$ cat config.mk
export PLATFORM = sky130hd
export DESIGN_NAME = dma_ctrl
export DESIGN_NICKNAME = d
export VERILOG_FILES = /design/src/rtl/dma_ctrl_pkg.sv /design/src/rtl/dma_regs.sv /design/src/rtl/dma_ctrl.sv
export SDC_FILE = /design/constraint.sdc
export NUM_CORES = 1
export LEC_CHECK = 0
export BUFFER_PORTS_ARGS = -buffer_cell sky130_fd_sc_hd__buf_2
export CORE_MARGIN = 8
export CORE_UTILIZATION = 50
export DETAILED_ROUTE_END_ITERATION = 7
export GPL_ROUTABILITY_DRIVEN = 0
export MAX_ROUTING_LAYER = met4
export PLACE_DENSITY = 0.75
export REMOVE_ABC_BUFFERS = 1
export SYNTH_ARGS = -nofsm -noshare
export SYNTH_HDL_FRONTEND = slang
export SYNTH_SLANG_ARGS = --single-unit
$ cat constraint.sdc
create_clock -name clk -period 2.4 [get_ports clk]
set_input_delay 0.36 -clock clk [delete_from_list [all_inputs] [get_ports clk]]
set_output_delay 0.36 -clock clk [all_outputs]
set_load 0.02 [all_outputs]
$ cat src/rtl/dma_ctrl_pkg.sv
// Shared definitions for the DMA controller: FSM state encodings, host
// register offsets and CTRL register bit positions.
package dma_ctrl_pkg;

  // 3-bit DMA FSM state encoding.
  typedef enum logic [2:0] {
    DMA_IDLE = 3'd0,
    DMA_REQ  = 3'd1,
    DMA_RD   = 3'd2,
    DMA_WR   = 3'd3,
    DMA_REL  = 3'd4,
    DMA_DONE = 3'd5
  } dma_state_e;

  // Host register offsets on cfg_addr.
  localparam logic [1:0] REG_SRC  = 2'd0;
  localparam logic [1:0] REG_DST  = 2'd1;
  localparam logic [1:0] REG_CNT  = 2'd2;
  localparam logic [1:0] REG_CTRL = 2'd3;

  // CTRL bit positions (write: start / clear-done, read: busy / done).
  localparam int CTRL_START = 0;
  localparam int CTRL_DONE  = 1;

endpackage

$ cat src/rtl/dma_regs.sv
// DMA host register file.
// Holds SRC/DST/CNT and the sticky done flag, decodes the start command and
// provides the combinational readback mux.
// Ports:
//   clk, rst_n         clock, asynchronous active-low reset
//   cfg_we_i/addr_i/wdata_i  host write port
//   cfg_rdata_o        readback of the register selected by cfg_addr_i
//   busy_i             transfer in progress (locks SRC/DST/CNT and start)
//   advance_i          one word copied: SRC+1, DST+1, CNT-1
//   done_set_i         transfer finished: set done_sticky
//   src_o/dst_o/cnt_o  live register values
//   start_o            accepted start command (single cycle)
module dma_regs
  import dma_ctrl_pkg::*;
#(
  parameter int AW = 16,
  parameter int DW = 16,
  parameter int CW = 8
) (
  input  logic          clk,
  input  logic          rst_n,
  input  logic          cfg_we_i,
  input  logic [1:0]    cfg_addr_i,
  input  logic [DW-1:0] cfg_wdata_i,
  output logic [DW-1:0] cfg_rdata_o,
  input  logic          busy_i,
  input  logic          advance_i,
  input  logic          done_set_i,
  output logic [AW-1:0] src_o,
  output logic [AW-1:0] dst_o,
  output logic [CW-1:0] cnt_o,
  output logic          start_o
);

  logic [AW-1:0] src_q, src_d;
  logic [AW-1:0] dst_q, dst_d;
  logic [CW-1:0] cnt_q, cnt_d;
  logic          done_sticky_q, done_sticky_d;
  logic          wr_ok;
  logic          ctrl_wr;

  // Only a done-clear gets through while a transfer is running.
  assign wr_ok   = cfg_we_i && !busy_i;
  assign ctrl_wr = cfg_we_i && (cfg_addr_i == REG_CTRL);
  assign start_o = wr_ok && (cfg_addr_i == REG_CTRL) && cfg_wdata_i[CTRL_START];

  always_comb begin
    // NOTE: every signal assigned here gets a default first, so no path can
    // leave it unassigned and infer a latch.
    src_d         = src_q;
    dst_d         = dst_q;
    cnt_d         = cnt_q;
    done_sticky_d = done_sticky_q;

    if (advance_i) begin
      // Address arithmetic wraps naturally modulo 2^AW.
      src_d = src_q + AW'(1);
      dst_d = dst_q + AW'(1);
      cnt_d = cnt_q - CW'(1);
    end else if (wr_ok) begin
      case (cfg_addr_i)
        REG_SRC: src_d = cfg_wdata_i[AW-1:0];
        REG_DST: dst_d = cfg_wdata_i[AW-1:0];
        REG_CNT: cnt_d = cfg_wdata_i[CW-1:0];
        default: ;
      endcase
    end

    if (ctrl_wr && cfg_wdata_i[CTRL_DONE]) done_sticky_d = 1'b0;
    // A completing transfer wins over a simultaneous clear.
    if (done_set_i) done_sticky_d = 1'b1;
  end

  always_ff @(posedge clk or negedge rst_n) begin
    if (!rst_n) begin
      src_q         <= '0;
      dst_q         <= '0;
      cnt_q         <= '0;
      done_sticky_q <= 1'b0;
    end else begin
      // NOTE: sequential state is updated with non-blocking assignments so
      // every register samples the pre-edge values.
      src_q         <= src_d;
      dst_q         <= dst_d;
      cnt_q         <= cnt_d;
      done_sticky_q <= done_sticky_d;
    end
  end

  always_comb begin
    cfg_rdata_o = '0;
    case (cfg_addr_i)
      REG_SRC: cfg_rdata_o = DW'(src_q);
      REG_DST: cfg_rdata_o = DW'(dst_q);
      REG_CNT: cfg_rdata_o = DW'(cnt_q);
      default: begin
        cfg_rdata_o[CTRL_START] = busy_i;
        cfg_rdata_o[CTRL_DONE]  = done_sticky_q;
      end
    endcase
  end

  assign src_o = src_q;
  assign dst_o = dst_q;
  assign cnt_o = cnt_q;

endmodule

$ cat src/rtl/dma_ctrl.sv
// DMA block-copy controller.
// Copies CNT words from SRC to DST over the shared system bus, one read beat
// followed by one write beat per word. Holds the bus for at most BURST words,
// then drops dma_breq for one cycle so the arbiter can rotate.
// Ports:
//   clk, reset                    clock, asynchronous active-low reset
//   cfg_we/addr/wdata, cfg_rdata  host register port (readback combinational)
//   dma_breq, dma_grant           arbiter handshake
//   bus_addr/rd/wr/wdata          bus master outputs, held until bus_ack
//   bus_rdata, bus_ack            bus slave response
//   dma_busy, dma_done            status: in progress / one-cycle completion
//   scan_in0, scan_en, scan_out0  scan hooks (output tied low, DFT stitches)
module dma_ctrl
  import dma_ctrl_pkg::*;
#(
  parameter int AW    = 16,
  parameter int DW    = 16,
  parameter int CW    = 8,
  parameter int BURST = 4
) (
  input  logic          clk,
  input  logic          reset,
  input  logic          cfg_we,
  input  logic [1:0]    cfg_addr,
  input  logic [DW-1:0] cfg_wdata,
  output logic [DW-1:0] cfg_rdata,
  output logic          dma_breq,
  input  logic          dma_grant,
  output logic [AW-1:0] bus_addr,
  output logic          bus_rd,
  output logic          bus_wr,
  output logic [DW-1:0] bus_wdata,
  input  logic [DW-1:0] bus_rdata,
  input  logic          bus_ack,
  output logic          dma_busy,
  output logic          dma_done,
  input  logic          scan_in0,
  input  logic          scan_en,
  output logic          scan_out0
);

  localparam int BW = $clog2(BURST + 1);

  dma_state_e    state_q, state_d;
  logic [DW-1:0] data_q, data_d;
  logic [BW-1:0] beat_q, beat_d;

  logic [AW-1:0] src;
  logic [AW-1:0] dst;
  logic [CW-1:0] cnt;
  logic          start;
  logic          advance;

  logic          unused_scan;
  assign unused_scan = ^{scan_in0, scan_en};
  assign scan_out0   = 1'b0;

  assign dma_busy = (state_q != DMA_IDLE);

  dma_regs #(
    .AW(AW),
    .DW(DW),
    .CW(CW)
  ) u_regs (
    .clk        (clk),
    .rst_n      (reset),
    .cfg_we_i   (cfg_we),
    .cfg_addr_i (cfg_addr),
    .cfg_wdata_i(cfg_wdata),
    .cfg_rdata_o(cfg_rdata),
    .busy_i     (dma_busy),
    .advance_i  (advance),
    .done_set_i (dma_done),
    .src_o      (src),
    .dst_o      (dst),
    .cnt_o      (cnt),
    .start_o    (start)
  );

  always_comb begin
    state_d   = state_q;
    data_d    = data_q;
    beat_d    = beat_q;
    advance   = 1'b0;
    dma_breq  = 1'b0;
    bus_rd    = 1'b0;
    bus_wr    = 1'b0;
    bus_addr  = '0;
    bus_wdata = '0;
    dma_done  = 1'b0;

    case (state_q)
      DMA_IDLE: begin
        beat_d = '0;
        if (start) state_d = (cnt == '0) ? DMA_DONE : DMA_REQ;
      end

      DMA_REQ: begin
        dma_breq = 1'b1;
        if (dma_grant) state_d = DMA_RD;
      end

      DMA_RD: begin
        dma_breq = 1'b1;
        bus_rd   = 1'b1;
        bus_addr = src;
        if (bus_ack) begin
          data_d  = bus_rdata;
          state_d = DMA_WR;
        end
      end

      DMA_WR: begin
        // The write finishes even if grant has dropped; grant only gates the
        // launch of the next read.
        dma_breq  = 1'b1;
        bus_wr    = 1'b1;
        bus_addr  = dst;
        bus_wdata = data_q;
        if (bus_ack) begin
          advance = 1'b1;
          beat_d  = beat_q + BW'(1);
          if (cnt == CW'(1))             state_d = DMA_DONE;
          else if (beat_q == BW'(BURST - 1)) state_d = DMA_REL;
          else if (dma_grant)            state_d = DMA_RD;
          else                           state_d = DMA_REQ;
        end
      end

      DMA_REL: begin
        // Grant is ignored here: the arbiter still shows the old grant for
        // one cycle after breq falls.
        beat_d  = '0;
        state_d = DMA_REQ;
      end

      DMA_DONE: begin
        dma_done = 1'b1;
        state_d  = DMA_IDLE;
      end

      default: state_d = DMA_IDLE;
    endcase
  end

  always_ff @(posedge clk or negedge reset) begin
    if (!reset) begin
      state_q <= DMA_IDLE;
      data_q  <= '0;
      beat_q  <= '0;
    end else begin
      state_q <= state_d;
      data_q  <= data_d;
      beat_q  <= beat_d;
    end
  end

endmodule

# After elaboration in Yosys (flattened, before gate mapping)
# Index checks and enable logic that the tools add are counted.
[totals] reg_bits=63 wordCells=81 out_inout_bits=54 in_bits=41
[op_classes] mux=32 eq_ne=14 reduce_logical=24 addsub=4
[ops] op="two-way mux 16 bit" count=7
[ops] op="one-hot mux 14 bit (3 select lines)" count=1
[ops] op="adder 16 x 1 -> 16 bit, second input constant" count=2
[ops] op="one-hot mux 16 bit (2 select lines)" count=1
[ops] op="two-way mux 3 bit" count=8
[ops] op="two-way mux 8 bit" count=3
[ops] op="one-hot mux 3 bit (5 select lines)" count=1
[ops] op="nonzero test 2 bit" count=6
[ops] op="AND reduction 2 bit" count=5
[ops] op="equality test 3 x 2 -> 1 bit, second input constant" count=3
[ops] op="equality test 8 x 1 -> 1 bit, second input constant" count=1
[ops] op="logical NOT 8 bit" count=1
[ops] op="two-way mux 1 bit" count=8
[ops] op="!= test 2 bit, second input constant" count=4
[ops] op="subtractor 8 x 1 -> 8 bit, second input constant" count=1
[ops] op="equality test 3 bit, second input constant" count=2
[ops] op="one-hot mux 2 bit (3 select lines)" count=1
[ops] op="one-hot mux 3 bit (2 select lines)" count=1
[ops] op="logical AND 1 bit" count=5
[ops] op="equality test 2 bit, second input constant" count=2
[ops] op="AND reduction 4 bit" count=1
[ops] op="adder 3 x 1 -> 3 bit, second input constant" count=1
[ops] op="equality test 3 x 1 -> 1 bit, second input constant" count=1
[ops] op="logical NOT 3 bit" count=1
[ops] op="7 further kinds" count=7

# Depth between registers and ports, before layout
# Gate-level depths: netlist of run 1.
[depth] depth_word=7 depth_mapped=7 ltp_nobuf=5

# Hierarchy
# A second synthesis of run 1 with hierarchy kept.
[unflattened] cells_unflattened=451 hier_area_um2=4177.8
[modules_own_cells] module="dma_regs" cells_per_inst=330 area_each_um2=2836.5 seq_area_each_um2=1026.0 instances=1
[modules_own_cells] module="dma_ctrl" cells_per_inst=121 area_each_um2=1341.3 seq_area_each_um2=550.5 instances=1

# Worst setup path after synthesis of run 1
# Ideal clock, no wire load.
[synth_path] path_kind="input -> output" startpoint="input cfg_addr[0]" endpoint="output cfg_rdata[11]" stages=4 t_arrival_ps=1516 setup_slack_ps=524 t_required_ps=2040 path_buffers=2 cell_sequence="buf_1 -> clkbuf_1 -> mux2i_1 -> nor2_1"
[synth_between] elab_chain_len=2 elab_cells_between_ends=4 cone_classes="eq/ne (2); mux (1); reduce/logical (1)"
[synth_rtl] element="start: declaration" line="dma_ctrl.sv:24" source="input logic [1:0] cfg_addr,"
[synth_rtl] element="equality test 2 bit (tied with other cells)" line="dma_regs.sv:92" source="case (cfg_addr_i)"
[synth_rtl] element="one-hot mux 14 bit (3 select lines) (*)" line="dma_regs.sv:92"
[synth_rtl] element="end: declaration" line="dma_ctrl.sv:26" source="output logic [DW-1:0] cfg_rdata,"
# Mark *: on every way between the ends. The rest lies on a longest branch, timed or not.

# Worst setup path in the final report of run 1
[layout_path] startpoint="register state_q[0]" endpoint="output bus_addr[2]"
[layout_between] elab_chain_len=2 elab_cells_between_ends=3 cone_classes="eq/ne (2); mux (1)"
[layout_rtl] element="start: declaration" line="dma_ctrl.sv:44" source="dma_state_e state_q, state_d;"
[layout_rtl] element="start signal: assignment" line="dma_ctrl.sv:152" source="state_q <= state_d;"
[layout_rtl] element="equality test 3 x 2 -> 1 bit" line="dma_ctrl.sv:92" source="case (state_q)"
[layout_rtl] element="one-hot mux 16 bit (2 select lines) (*)" line="dma_ctrl.sv:92"
[layout_rtl] element="end: declaration" line="dma_ctrl.sv:29" source="output logic [AW-1:0] bus_addr,"
# Marked as above.

==> results.cfg, run 1 <==
[worst_setup_path]
cpPeakStageDelay_ps = 600
endpoint_kind = output pin
timing.rr.end = u_regs.dst_o[15]
r2r_slack_ps = 290
arrival_ps = 1890
worstPathRequired_ps = 2040
r2r_cells = 4
start_kind = register
cp_max_fo = 16
path_cells = buf_4 > mux2i_1 > nor2_1 > buf_2
critical_path_class = register to output pin
timing.rr.start = state_q[0]
cpMaxStageDelayCell = dfrtp_1

[global_route]
grt_pass1_vias = 3760
grt_max_degree = 34
grt_overflow = 0
grtUsageTotal_pct = 22.2
antenna_found_initial = 0
grt_pass1_wl_mm = 19.7

[synth]
ys_async_sr_fraction_pct = 100
synth_top_family_by_area = simple AND/OR/NAND/NOR gates
ys_seq_elements = 63
ys_top_cells_by_area = dfrtp_1 (39%), mux2i_1 (9.1%), nor2_1 (5.3%), mux2_2 (4.7%), and3_1 (4.0%)
synth_top_area_share_pct = 38.7
synth_flop_cell = dfrtp_1
post_synth_xor_area_fraction_pct = 0.215
synth_top_area_cell = dfrtp_1
synth_compound_area_share_pct = 17.5
seq_area_frac_synth_pct = 38.7
synth_edf_count = 0
avgSynthCellArea_um2 = 8.98
synthDistinctLibCells = 57
synth-simple-area-share_pct = 21.5
synth.mux.area_fraction_pct = 14.9
syn-cell-area_um2 = 4070
yosysWarnings = 0
synthAdderAreaFrac_pct = 2.15
synth_cells = 453

[route]
met3_length_um = 857
vias = 3951
firstDrtPassIters = 7
first_iter_violations = 311
top_layer = met4
wl_met2_mm = 5.92
ant_nets = 0
wl_mm = 12.1
avgViaCountPerCell = 6.10
drt-met1-wl_mm = 5.02
route.detailed.drc = 0
wire_per_inst_um = 18.7

[min_path]
min_to = data_q[5]
holdPathStages = 2
hp-class = input port to register
hp-start = bus_rdata[5]

[die]
start_util_pct = 50.6
dieArea_um2 = 11300
coreArea_um2 = 8050
rows = 33
chipHeight_um = 106
ios = 95
die_w_um = 106

[run_status]
status = completed

[sta]
hold_violations = 0
fin_crit_sh_pct = 93.8
tightestPinTransition_ps = 589
skew_ps = 5.52
maxSlewViolCount = 0
max_slew_margin_pct = 60.5
min_period_ps = 2250
setup-violations-final = 0
rsz0062_at_grt = no
fmax_mhz = 444
timing.final.ws_setup_ps = 149

[cells_and_area]
stdcell_count = 648
drive_above_1_share_pct = 28.2
final_common_cell = buf_2
antenna_cells = 0
final_cell_mix = buf_2 (91), dfrtp_1 (63), nor2_1 (57), mux2i_1 (37), nand2_1 (33)
area_growth_pct = 19.7
fin_util_pct = 60.5
nNetsFinal = 586

[cts]
cts_sinks = 63
cts_buffers = 9
clk_pin_slew_ps = 70
cts_tree = done
clk-insertion-delay-late_ps = 340
htree_levels = 3
clockRootBuffer = clkbuf_8
post_cts_buffers = 0
cts_buffer_depth = 2

[pwr]
power_density_nw_per_um2 = 1350
p_leak_uw = 0.00228
peakVddDrop_mv = 0.551
power_uw = 6570

[place]
dp_slack_ps = 311
place_inst = 631
hpwl_mm = 9.27
port_buffers = 91

[run]
drv_cap = 0
-- critical path, delay by kind of cell (launching register included) --
| kind | cells | cell delay (ps) |
|---|---|---|
| buffers and inverters | 2 | 530 |
| flip-flops | 1 | 600 |
| AND/OR/NAND/NOR | 1 | 70 |
| multiplexers | 1 | 350 |
-- synthesized netlist by cell type, types with 2 or more instances --
| cell | count |
|---|---|
| nand2_1 | 33 |
| a22oi_1 | 3 |
| nor2b_1 | 2 |
| or3_1 | 5 |
| and2_1 | 4 |
| dfrtp_1 | 63 |
| clkbuf_1 | 19 |
| and3_1 | 26 |
| a211oi_1 | 15 |
| nor3_1 | 9 |
| a31o_2 | 2 |
| a311o_1 | 4 |
| ha_1 | 7 |
| nand2b_1 | 2 |
| buf_2 | 11 |
| o211ai_1 | 5 |
| o21ai_0 | 22 |
| mux4_2 | 2 |
| nand3_1 | 13 |
| a21oi_1 | 18 |
| and4_1 | 2 |
| o21bai_1 | 2 |
| o31ai_1 | 2 |
| or2_2 | 2 |
| mux2_2 | 17 |
| o22ai_1 | 5 |
| nand4_1 | 10 |
| nor3b_1 | 3 |
| a311oi_1 | 11 |
| inv_1 | 9 |
| buf_1 | 3 |
| nor2_1 | 57 |
| mux2i_1 | 37 |
| o311ai_0 | 5 |
-- stage by stage --
stage	instance area (um2)	hold WS [ps]	setup TNS, ps
2_1_floorplan	3910	64.4	-10990
3_3_place_gp	4630	159	0
3_5_place_dp	4630	161	0
4_1_cts	4870	233	0
5_1_grt	4870	230	0
6_report	4870	242	0
-- worst max path at each step --
stage	cells past startpoint	to	slack (ps)	startpoint
floorplan	4	u_regs.src_o[11]	-610	state_q[0]
global placement	6	u_regs.src_o[9]	400	state_q[0]
detailed placement	4	u_regs.dst_o[15]	310	state_q[0]
CTS	3	bus_wr	120	state_q[1]
global route	4	bus_wdata[2]	20	state_q[1]
finish	4	bus_addr[2]	150	state_q[0]
-- state kept, by name (all words and copies together), names as in the netlist --
register / count
beat_q: 3
data_q: 16
state_q: 3
u_regs.cnt_o: 8
u_regs.done_sticky_q: 1
u_regs.dst_o: 16
u_regs.src_o: 16
-- final cells by class --
type	instances	area, um2
Tap cell	105	131
Timing Repair Buffer	110	601
Clock inverter	6	92.6
Fill cell	700	3180
Inverter	10	37.5
Clock buffer	10	138
Multi-Input combinational cell	344	2300
Sequential cell	63	1580
-- routing by layer --
layer | track usage, % | vias up
met4 | 9.65 | 0
met2 | 35.0 | 177
met1 | 27.6 | 1885
li1 | - | 1860
met3 | 3.87 | 29
met5 | - | -
-- what timing repair did --
item | CTS | global route
endpoints found under the hold margin | 2 | 0
gates resized for setup | 0 | 1
endpoints found under the setup margin | 0 | 1
hold buffers | 1 | 0
-- cell families (layout without fill, tap and decap cells) --
kind of cell / count (synthesis) / in the layout
simple gates: 175 / 175
compound gates: 104 / 104
flops: 63 / 63
mux: 56 / 56
buf+inv: 46 / 136
fa+ha+maj: 7 / 7
other cells: 1 / 1
xor+xnor: 1 / 1
-- power breakdown --
group | switching, uW | total [uW] | leakage, uW | internal (uW)
clock network | 442 | 1060 | 0.000109 | 618
registers | 671 | 2210 | 0.000725 | 1540
logic | 1960 | 3300 | 0.00144 | 1340
Power figures use the tool's default switching activity.
==> run 2, diff against run 1 <==
--- a/config.mk
+++ b/config.mk
@@ -6,12 +6,14 @@
 export NUM_CORES = 1
 export LEC_CHECK = 0
 export BUFFER_PORTS_ARGS = -buffer_cell sky130_fd_sc_hd__buf_2
+export CELL_PAD_IN_SITES_DETAIL_PLACEMENT = 1
+export CELL_PAD_IN_SITES_GLOBAL_PLACEMENT = 1
 export CORE_MARGIN = 8
-export CORE_UTILIZATION = 50
+export CORE_UTILIZATION = 41
 export DETAILED_ROUTE_END_ITERATION = 7
 export GPL_ROUTABILITY_DRIVEN = 0
 export MAX_ROUTING_LAYER = met4
-export PLACE_DENSITY = 0.75
+export PLACE_DENSITY_LB_ADDON = 0.1
 export REMOVE_ABC_BUFFERS = 1
 export SYNTH_ARGS = -nofsm -noshare
 export SYNTH_HDL_FRONTEND = slang
==> run 2 against run 1 <==
Against the previous run:
- the flow now finishes with violations (hold timing)
- worst hold slack worse by 260 ps
- critical path depth did not move
- non-clock buffer count increased by 5
- combinational power is 4% higher
- register-to-register slack gained 90 ps
- cell area rose by 1.1%
- count of clock-buffer cells in the layout fell by 1
- first-iteration DRC count down 53%
- core utilization decreased by 9.7 points
- largest power group unchanged
==> results.cfg, run 2 (same netlist as run 1, synthesis figures left out) <==
[global_route]
grt_max_degree = 64
grt_pass1_vias = 4276
use_met1_pct = 28.6
grtUsageTotal_pct = 22.9
grt_busiest_layer = met2
grt_use_met3_pct = 4.43
antenna_found_initial = 0
met2_usage_pct = 37.1
grt_pass1_wl_mm = 23.1
grt_overflow = 0

[worst_setup_path]
arrival_ps = 1900
endpoint_kind = output pin
r2r_slack_ps = 380
cp_max_fo = 16
worstPathRequired_ps = 2040
r2r_cells = 4
cpPeakStageDelay_ps = 550
critical_path_class = register to output pin
cpMaxStageDelayCell = dfrtp_1
path_cells = nor2b_1 > buf_4 > and3_1 > buf_2
start_kind = register

[die]
start_util_pct = 42.0
rows = 36
chipHeight_um = 116
coreArea_um2 = 9680
ios = 95
die_w_um = 116
dieArea_um2 = 13400

[place]
hpwl_mm = 10.6
port_buffers = 91
dp_slack_ps = 379
placed_area_um2 = 4720
place_inst = 665

[cts]
clk_pin_slew_ps = 80
clockRootBuffer = clkbuf_8
cts_buffers = 9
cts_tree = done
clk-insertion-delay-late_ps = 360
cts_buffer_depth = 2
post_cts_buffers = 0
cts_sinks = 63
htree_levels = 3

[run]
drv_cap = 0

[route]
ant_nets = 0
first_iter_violations = 146
avgViaCountPerCell = 5.88
firstDrtPassIters = 4
vias = 4006
wl_mm = 14.4
wire_per_inst_um = 21.2
route.detailed.drc = 0

[cells_and_area]
nNetsFinal = 591
fillers = 1158
area_growth_pct = 21.0
drive_above_1_share_pct = 28.8
final_common_cell = buf_2
final_cell_mix = buf_2 (91), dfrtp_1 (63), nor2_1 (57), mux2i_1 (37), nand2_1 (33)
antenna_cells = 0
fin_area_um2 = 4920
stdcell_count = 681

[pwr]
power_density_nw_per_um2 = 1340
p_leak_uw = 0.00230
peakVddDrop_mv = 0.526

[sta]
skew_ps = 3.83
rsz0062_at_grt = no
min_period_ps = 2260
timing.hold.ws_ps = -17.6
tightestPinTransition_ps = 546
fmax_mhz = 442
max_slew_margin_pct = 63.4
hold_violations = 6
setup-violations-final = 0
timing.final.ws_setup_ps = 135
maxSlewViolCount = 0
fin_crit_sh_pct = 94.4

[run_status]
status = finished, violations left
violations = hold timing

[min_path]
hp-class = input port to async pin
run 2: per-layer routing:
layer  part of all wire [%]  wire [um]
met5                      0          0
met3                    6.5        933
met2                     49       7010
met4                    1.2        171
met1                     44       6310
run 2: layout make-up:
type / count / area, um2 / share of cell area, %
clock buffer: 9 / 124 / 2.52
clock inverter: 7 / 73.8 / 1.50
inverter: 10 / 37.5 / 0.762
multi-input combinational: 344 / 2290 / 46.6
sequential: 63 / 1580 / 32.0
tap: 133 / 166 / 3.38
timing repair buffer: 115 / 652 / 13.2
run 2: stage by stage:
step	total power (uW)	TNS, ps	utilization, %	hold WS (ps)
2_1_floorplan	4280	-10990	-	64.4
3_3_place_gp	5470	0	48.8	406
3_5_place_dp	5630	0	48.8	413
4_1_cts	6620	0	50.8	20.4
5_1_grt	7070	0	50.9	30.3
6_report	6600	0	50.9	-17.6
run 2: worst paths after layout:
check | start | end
worst max-delay path | state_q[1] | bus_wdata[3]
worst min-delay path | reset | u_regs.src_o[1]
worst max register to register | state_q[0] | u_regs.cnt_o[4]
worst min register to register | u_regs.done_sticky_q | u_regs.done_sticky_q
max in group asynchronous | reset | u_regs.dst_o[9]
min in group clk | bus_rdata[15] | data_q[15]
run 2: repair_timing:
action | 4_1_cts | 5_1_grt
hold buffers | 0 | 0
setup endpoints to repair | 0 | 1
gates resized for setup | 0 | 1
run 2: report_power, final:
part           switching (uW)  leakage [uW]  internal, uW  total [uW]
registers                 635      0.000725          1540        2170
clock network             497     0.0000992           481         978
logic                    2080       0.00148          1360        3440
total                    3220       0.00230          3380        6600
run 2: worst max-delay path: cells and delay by family, from the launching register on:
kind / cells / cell delay [ps]
flip-flops: 1 / 550
AND/OR/NAND/NOR: 2 / 540
buffers and inverters: 2 / 440
